--- config.mk ---
export PLATFORM = sky130hd
export DESIGN_NAME = acc_rr_scheduler
export DESIGN_NICKNAME = d
export VERILOG_FILES = /design/src/rtl/acc_rr_scheduler.sv
export SDC_FILE = /design/constraint.sdc
export NUM_CORES = 1
export LEC_CHECK = 0
export CAP_MARGIN = 20
export CORE_AREA = 2 2 281 283
export CTS_CLUSTER_SIZE = 16
export DETAILED_ROUTE_END_ITERATION = 8
export DIE_AREA = 0 0 283 285
export GPL_TIMING_DRIVEN = 0
export PLACE_DENSITY_LB_ADDON = 0.3
export RECOVER_POWER = 100
export SYNTH_ARGS = -nofsm -noshare
export SYNTH_HDL_FRONTEND = slang
export SYNTH_SLANG_ARGS = --single-unit
--- constraint.sdc ---
create_clock -name CLK -period 2.8 [get_ports CLK]
set_input_delay 0.42 -clock CLK [delete_from_list [all_inputs] [get_ports CLK]]
set_output_delay 0.42 -clock CLK [all_outputs]
set_load 0.005 [all_outputs]
--- src/rtl/acc_rr_scheduler.sv ---
// Round-robin scheduler sharing one fixed-point accumulator among NUM_REQ requesters.
// Arbitrates, steers the winner's operands, launches, waits with a watchdog, returns the result.
module acc_rr_scheduler #(
    parameter int unsigned WIDTH      = 8,
    parameter int unsigned NUM_INPUTS = 16,
    parameter int unsigned NUM_REQ    = 4,
    parameter int unsigned TIMEOUT    = 255
) (
    input  logic                    CLK,
    input  logic                    RSTN,
    input  logic [NUM_REQ-1:0]      REQ_IN,
    input  logic signed [WIDTH-1:0] REQ_VALUES_IN [NUM_REQ][NUM_INPUTS],
    input  logic signed [WIDTH-1:0] REQ_BIAS_IN [NUM_REQ],
    output logic [NUM_REQ-1:0]      GRANT_OUT,
    output logic [NUM_REQ-1:0]      DONE_OUT,
    output logic signed [WIDTH-1:0] RESULT_OUT,
    output logic                    ERR_OUT,
    output logic                    BUSY_OUT,
    output logic signed [WIDTH-1:0] ACC_VALUES_OUT [NUM_INPUTS],
    output logic signed [WIDTH-1:0] ACC_EXT_OUT,
    output logic                    ACC_VALID_OUT,
    input  logic signed [WIDTH-1:0] ACC_VALUE_IN,
    input  logic                    ACC_VALID_IN
);

    localparam int unsigned IdxW = (NUM_REQ > 1) ? $clog2(NUM_REQ) : 1;
    localparam int unsigned CntW = (TIMEOUT > 0) ? $clog2(TIMEOUT + 1) : 1;
    localparam logic [CntW-1:0] CntSat = (TIMEOUT > 0) ? CntW'(TIMEOUT) : {CntW{1'b1}};
    localparam logic [IdxW-1:0] LastIdx = IdxW'(NUM_REQ - 1);

    typedef enum logic [1:0] {StIdle, StLaunch, StWait, StRelease} state_e;

    state_e          state;
    logic [IdxW-1:0] rr_ptr;
    logic [IdxW-1:0] grant_idx;
    logic [CntW-1:0] wd_cnt;

    logic               any_req;
    logic               found;
    logic [IdxW-1:0]    cand;
    logic [IdxW-1:0]    winner;
    logic [NUM_REQ-1:0] winner_oh;
    logic [IdxW-1:0]    next_ptr;
    logic [CntW-1:0]    wd_inc;
    logic               timed_out;

    // First pending request at or after rr_ptr, wrapping modulo NUM_REQ.
    always_comb begin
        any_req = |REQ_IN;
        found   = 1'b0;
        cand    = '0;
        winner  = rr_ptr;
        for (int unsigned i = 0; i < NUM_REQ; i++) begin
            cand = IdxW'((32'(rr_ptr) + i) % NUM_REQ);
            if (!found && REQ_IN[cand]) begin
                found  = 1'b1;
                winner = cand;
            end
        end
        winner_oh         = '0;
        winner_oh[winner] = 1'b1;
        next_ptr          = (winner == LastIdx) ? '0 : winner + IdxW'(1);
    end

    // Saturating watchdog; a zero TIMEOUT never fires.
    always_comb begin
        wd_inc    = (wd_cnt == CntSat) ? wd_cnt : wd_cnt + CntW'(1);
        timed_out = (TIMEOUT != 0) && (wd_inc == CntW'(TIMEOUT));
    end

    assign ACC_VALUES_OUT = REQ_VALUES_IN[grant_idx];
    assign ACC_EXT_OUT    = REQ_BIAS_IN[grant_idx];

    always_ff @(posedge CLK or negedge RSTN) begin
        if (!RSTN) begin
            state         <= StIdle;
            rr_ptr        <= '0;
            grant_idx     <= '0;
            wd_cnt        <= '0;
            GRANT_OUT     <= '0;
            DONE_OUT      <= '0;
            RESULT_OUT    <= '0;
            ERR_OUT       <= 1'b0;
            BUSY_OUT      <= 1'b0;
            ACC_VALID_OUT <= 1'b0;
        end else begin
            DONE_OUT      <= '0;
            ERR_OUT       <= 1'b0;
            ACC_VALID_OUT <= 1'b0;
            case (state)
                StIdle: begin
                    if (any_req) begin
                        grant_idx <= winner;
                        rr_ptr    <= next_ptr;
                        GRANT_OUT <= winner_oh;
                        BUSY_OUT  <= 1'b1;
                        state     <= StLaunch;
                    end
                end
                StLaunch: begin
                    ACC_VALID_OUT <= 1'b1;
                    wd_cnt        <= '0;
                    state         <= StWait;
                end
                StWait: begin
                    wd_cnt <= wd_inc;
                    // A result arriving on the timeout cycle still wins.
                    if (ACC_VALID_IN) begin
                        RESULT_OUT <= ACC_VALUE_IN;
                        DONE_OUT   <= GRANT_OUT;
                        state      <= StRelease;
                    end else if (timed_out) begin
                        RESULT_OUT <= '0;
                        DONE_OUT   <= GRANT_OUT;
                        ERR_OUT    <= 1'b1;
                        state      <= StRelease;
                    end
                end
                StRelease: begin
                    GRANT_OUT <= '0;
                    BUSY_OUT  <= 1'b0;
                    state     <= StIdle;
                end
                default: state <= StIdle;
            endcase
        end
    end

    grant_onehot: assert property (@(posedge CLK) disable iff (!RSTN) $onehot0(GRANT_OUT));
    done_onehot: assert property (@(posedge CLK) disable iff (!RSTN) $onehot0(DONE_OUT));
    err_with_done: assert property (@(posedge CLK) disable iff (!RSTN) ERR_OUT |-> (|DONE_OUT));
    launch_in_wait: assert property (@(posedge CLK) disable iff (!RSTN)
                                     ACC_VALID_OUT |-> (state == StWait));

endmodule

* After elaboration in Yosys (flattened, before gate mapping)
Index checks and enable logic that the tools add are counted.
Storage, ports and cells: register bits 33, bits of input ports 559, logic and storage cells 89
Operators by class: add/subtract/negate cells 5, order comparisons 7, equal/unequal tests 8, multiplexer cells 42, bitwise operators 1, reductions and logical operators 16
Operators with widths (count):
- 128-bit binary-select mux with 2-bit select | 1
- 128-bit 2-to-1 mux | 2
- 8-bit 2-to-1 mux | 5
- 8-bit binary-select mux with 2-bit select | 1
- 8-bit == test (second input constant) | 2
- 4-bit 2-to-1 mux | 4
- 8-bit case mux with 2 select lines | 1
- 2-bit by 3-bit < comparator with 1-bit output (second input constant) | 5
- 2-bit 2-to-1 mux | 7
- 1-bit 2-to-1 mux | 13
- 8-bit by 1-bit adder with 8-bit output (second input constant) | 1
- 1-bit binary-select mux with 2-bit select | 4
- 2-bit case mux with 4 select lines | 1
- 4-bit case mux with 2 select lines | 1
- 2-bit AND reduction | 4
- 2-bit == test (second input constant) | 3
- 2-bit nonzero test | 3
- 2-bit by 1-bit adder with 2-bit output (second input constant) | 2
- 2-bit adder (second input constant) | 2
- 1-bit logical AND | 4
- 4-bit OR reduction | 1
- 3-bit >= comparator (second input constant) | 1
- 1-bit zero test | 3
- 3-bit inequality test (second input constant) | 1
- other kinds (7) | 7

* Logic depth before layout (Yosys ltp)
depth after elaboration 18, depth in mapped cells 8

* Worst setup path after synthesis
No wires, ideal clock.
path kind flip-flop to flip-flop, start point register wd_cnt[0], end point register RESULT_OUT[0], setup time 0.126 ns, arrival time 2.194 ns, required time 2.674 ns, setup slack 0.480 ns, stages on the path, launching flop included 9, path buffers 2, period minus slack after synthesis 2.320 ns, path through dfrtp_1 > ha_1 > buf_2 > nand4_2 > or3_4 > a2111oi_4 > a21oi_2 > buf_6 > a221o_1
On the way: word-level cells in the longest chain between the ends 5, elaborated cells on any way between the ends 6, classes of those cells add/sub (1); eq/ne (2); mux (1); reduce/logical (2)
Ends and longest elaborated chain:
- start, declared | line 36 | logic [CntW-1:0] wd_cnt;
- start signal, assigned | line 106 | wd_cnt <= wd_inc;
- 8-bit by 1-bit adder with 8-bit output / 8-bit == test (equally long branches) | line 67 | wd_inc = (wd_cnt == CntSat) ? wd_cnt : wd_cnt + CntW'(1);
- 8-bit 2-to-1 mux * | line 67
- 8-bit == test * | line 68 | timed_out = (TIMEOUT != 0) && (wd_inc == CntW'(TIMEOUT));
- 2-bit nonzero test (no source line) *
- 2-bit AND reduction (no source line) *
- end signal, assigned | line 82 | RESULT_OUT <= '0;
- end signal, assigned | line 109 | RESULT_OUT <= ACC_VALUE_IN;
- end signal, assigned | line 113 | RESULT_OUT <= '0;
- end, declared | line 16 | output logic signed [WIDTH-1:0] RESULT_OUT,
Mark *: on every way between the ends. The rest lies on a longest branch, timed or not. A chain may end at the register's enable or synchronous reset.

==> impl_metrics.ini <==
[cts]
clkSinkCount = 33
cts_tree = yes
cts-buffers-inserted = 5
htreeDepth = 2
clockRootBuffer = clkbuf_16
worstSkewPairLatency_ps = 280
clkSlewWorstSetupHoldPaths_ps = 50
clockBufferDepth = 2

[sta]
fin_tns_setup_ps = 0
period_minus_slack_ps = 2720
slew_headroom_pct = -29.8
max_freq_mhz = 368
tightestPinTransition_ps = 1950
rsz0062_at_grt = false
final.setup_skew_ps = 9.18
drv_slew = 34
fin_crit_sh_pct = 97.1
final-setup-viol-count = 0
hold_viol = 0

[outcome]
outcome = complete, but fails checks
violations = capacitance limit, slew limit

[placement]
numPortBuffers = 713
post-place-cells = 2110
place_congestion = 0.990
hpwlAfterDp_um = 66800

[global_routing]
grt_pass1_wl_um = 88300
grtUsageTotal_pct = 17.1
grt_start_max_net_pins = 34
grt_overflow_total = 0
grt_pass1_vias = 7718
antenna_found_initial = 116

[synthesis]
yosys.area.top_type = mux4_2
synth_seq_cells = 33
synthTopCellsByCount = mux4_2 (136), dfrtp_1 (33), nand2_1 (20)
yosys_warnings = 0
seq_area_frac_synth_pct = 16.7
netlist_area_sq_um = 4950
synth_edf_count = 0
synth_cell_type_count = 41
synth_nets = 913
synthCells = 344
syn_avg_cell_area_sq_um = 14.4
yosysTopAreaCellShare_pct = 61.9
synth-async-reset-ratio_pct = 100
post-synth-top-count-cell = mux4_2
synth_top_flop_cell = dfrtp_1
synth.top_cells.by_area = mux4_2 (62%), dfrtp_1 (17%), ha_1 (2.5%)

[pwr]
pwr-share-clk_pct = 7.0
power_density_nw_per_um2 = 674
power_switching_mw = 3.58
leakagePower_nw = 4.73
swShare_pct = 38.4
p_total_mw = 9.33
seqPwrFrac_pct = 8.2
p_int_mw = 5.74
pwr-share-comb_pct = 84.8
ir_worst_vdd_mv = 0.242

[critical_path]
critPathCaptureType = primary output
required_ps = 2380
critical-path-slowest-cell = dlygate4sd3_1
start_kind = flip-flop
crit_type = reg2out
critical_path.max_fanout = 10
cpPeakStageDelay_ps = 600
arrival_ps = 2300
path_cells = buf_6 > buf_4 > mux4_2 > dlygate4sd3_1

[final_layout]
stdcell_count = 2139
fin_nets = 1638
final_core_util_pct = 17.8
drive_above_1_share_pct = 17.9
area_growth_pct = 180

[run]
maxCapViolCount = 1

[floorplan]
die_height_um = 285
die_w_um = 283
start_util_pct = 6.35
io_pins = 714
die-area_sq_um = 80700
rows = 103
core-area_sq_um = 78000

[routing]
drcViolationCount = 0
drt_iter0_drc = 372
wl_um = 71100
viasPerCell = 3.49
dr.pass1.iters = 5
wl_per_cell_um = 33.3
antenna_left = 0
vias = 7470

[min_path]
hold_class = reg2reg
[flip-flops by register name (all words and copies together), names as in the netlist, 2 cells and up]
register / cells
DONE_OUT: 4
state: 2
rr_ptr: 2
GRANT_OUT: 4
RESULT_OUT: 8
grant_idx: 2
wd_cnt: 8
[layout make-up]
cell class / instances / area [sq um]
Antenna cell: 19 / 47.5
Buffer: 39 / 332
Clock buffer: 7 / 143
Clock inverter: 1 / 30.0
Fill cell: 8535 / 64100
Inverter: 7 / 26.3
Multi-Input combinational cell: 265 / 3940
Sequential cell: 33 / 827
Tap cell: 1050 / 1310
Timing Repair Buffer: 718 / 7190
[kinds of logic (layout without fill, tap and decap cells)]
group                      after synthesis  after routing  synth area share, %
xor gates and xnor gates                 1              1                0.177
muxes                                  137            137                 62.1
buffers and inverters                   46            772                 3.79
other                                    0             19                    0
and+or+nand+nor                         58             58                 6.04
DFF                                     33             33                 16.7
AOI/OAI and AO/OA                       59             59                 8.69
adders and majority gates               10             10                 2.53
[layer usage]
metal / vias to the layer above / GRT usage [%] / wire, um
met1: 3600 / 19.0 / 26000
met2: 633 / 26.4 / 31200
met3: 161 / 12.2 / 11700
met4: 76 / 3.46 / 1620
met5: - / 0 / 509
li1: 3000 / - / -
[cell usage in the layout (no fill, tap or decap), types with 2 or more instances in the layout]
| cell type | n |
|---|---|
| buf_2 | 5 |
| a41oi_1 | 3 |
| dlygate4sd2_1 | 6 |
| buf_12 | 4 |
| o211ai_1 | 2 |
| a22o_1 | 5 |
| clkbuf_1 | 6 |
| mux4_2 | 136 |
| a21oi_1 | 13 |
| nand2_1 | 20 |
| dlygate4sd3_1 | 33 |
| dfrtp_1 | 32 |
| inv_1 | 7 |
| o31ai_1 | 2 |
| nor2b_1 | 11 |
| dlymetal6s2s_1 | 3 |
| nand2b_1 | 3 |
| diode_2 | 19 |
| nand3_1 | 2 |
| clkdlybuf4s50_1 | 669 |
| buf_6 | 5 |
| buf_4 | 3 |
| o21ai_0 | 13 |
| o221ai_1 | 2 |
| clkbuf_16 | 5 |
| a221o_1 | 8 |
| a31oi_1 | 2 |
| ha_1 | 10 |
| clkbuf_2 | 8 |
| buf_8 | 6 |
| clkbuf_4 | 9 |
| nor2_1 | 12 |
| a21o_1 | 3 |
[power groups by stage]
| stage | clock, mW | combinational [mW] | sequential, mW |
|---|---|---|---|
| 2_1_floorplan | 0 | 3.36 | 0.734 |
| 3_3_place_gp | 0 | 7.83 | 0.765 |
| 3_5_place_dp | 0 | 7.90 | 0.770 |
| 4_1_cts | 0.676 | 8.09 | 0.765 |
| 5_1_grt | 0.701 | 8.39 | 0.788 |
| 6_report | 0.657 | 7.91 | 0.760 |
[worst paths after layout]
check / to / cells after the start / startpoint / slack [ps]
worst max-delay path: ACC_VALUES_OUT[118] / 4 / grant_idx[0]$_DFFE_PN0P_ / 80
worst min-delay path: BUSY_OUT$_DFFE_PN0P_ / 1 / BUSY_OUT$_DFFE_PN0P_ / 500
worst max register to register: RESULT_OUT[0]$_DFFE_PN0P_ / 8 / wd_cnt[1]$_DFFE_PN0P_ / 140
worst min register to register: BUSY_OUT$_DFFE_PN0P_ / 1 / BUSY_OUT$_DFFE_PN0P_ / 500
max in group asynchronous: wd_cnt[0]$_DFFE_PN0P_ / 1 / RSTN / 860
min in group asynchronous: wd_cnt[4]$_DFFE_PN0P_ / 1 / RSTN / 680
[critical path: cells and delay by family (launching register included)]
kind	cells	cell delay, ps
buf+inv	3	1130
mux	1	510
flops	1	360
[through the flow]
step	worst slack, ps	cell area (sq um)	hold slack, ps
3_5_place_dp	-665	13400	481
2_1_floorplan	480	4950	124
5_1_grt	2.32	13800	535
6_report	80.9	13800	504
4_1_cts	1.95	13700	263
3_3_place_gp	-1180	13400	487
[what timing repair did]
action                     CTS  global route
hold buffers                 0             0
buffers inserted             0             2
setup endpoints to repair  133            30
pin swaps                    0             1
gates resized for setup     95            20
Note: power is estimated with default switching activity, not from simulation.
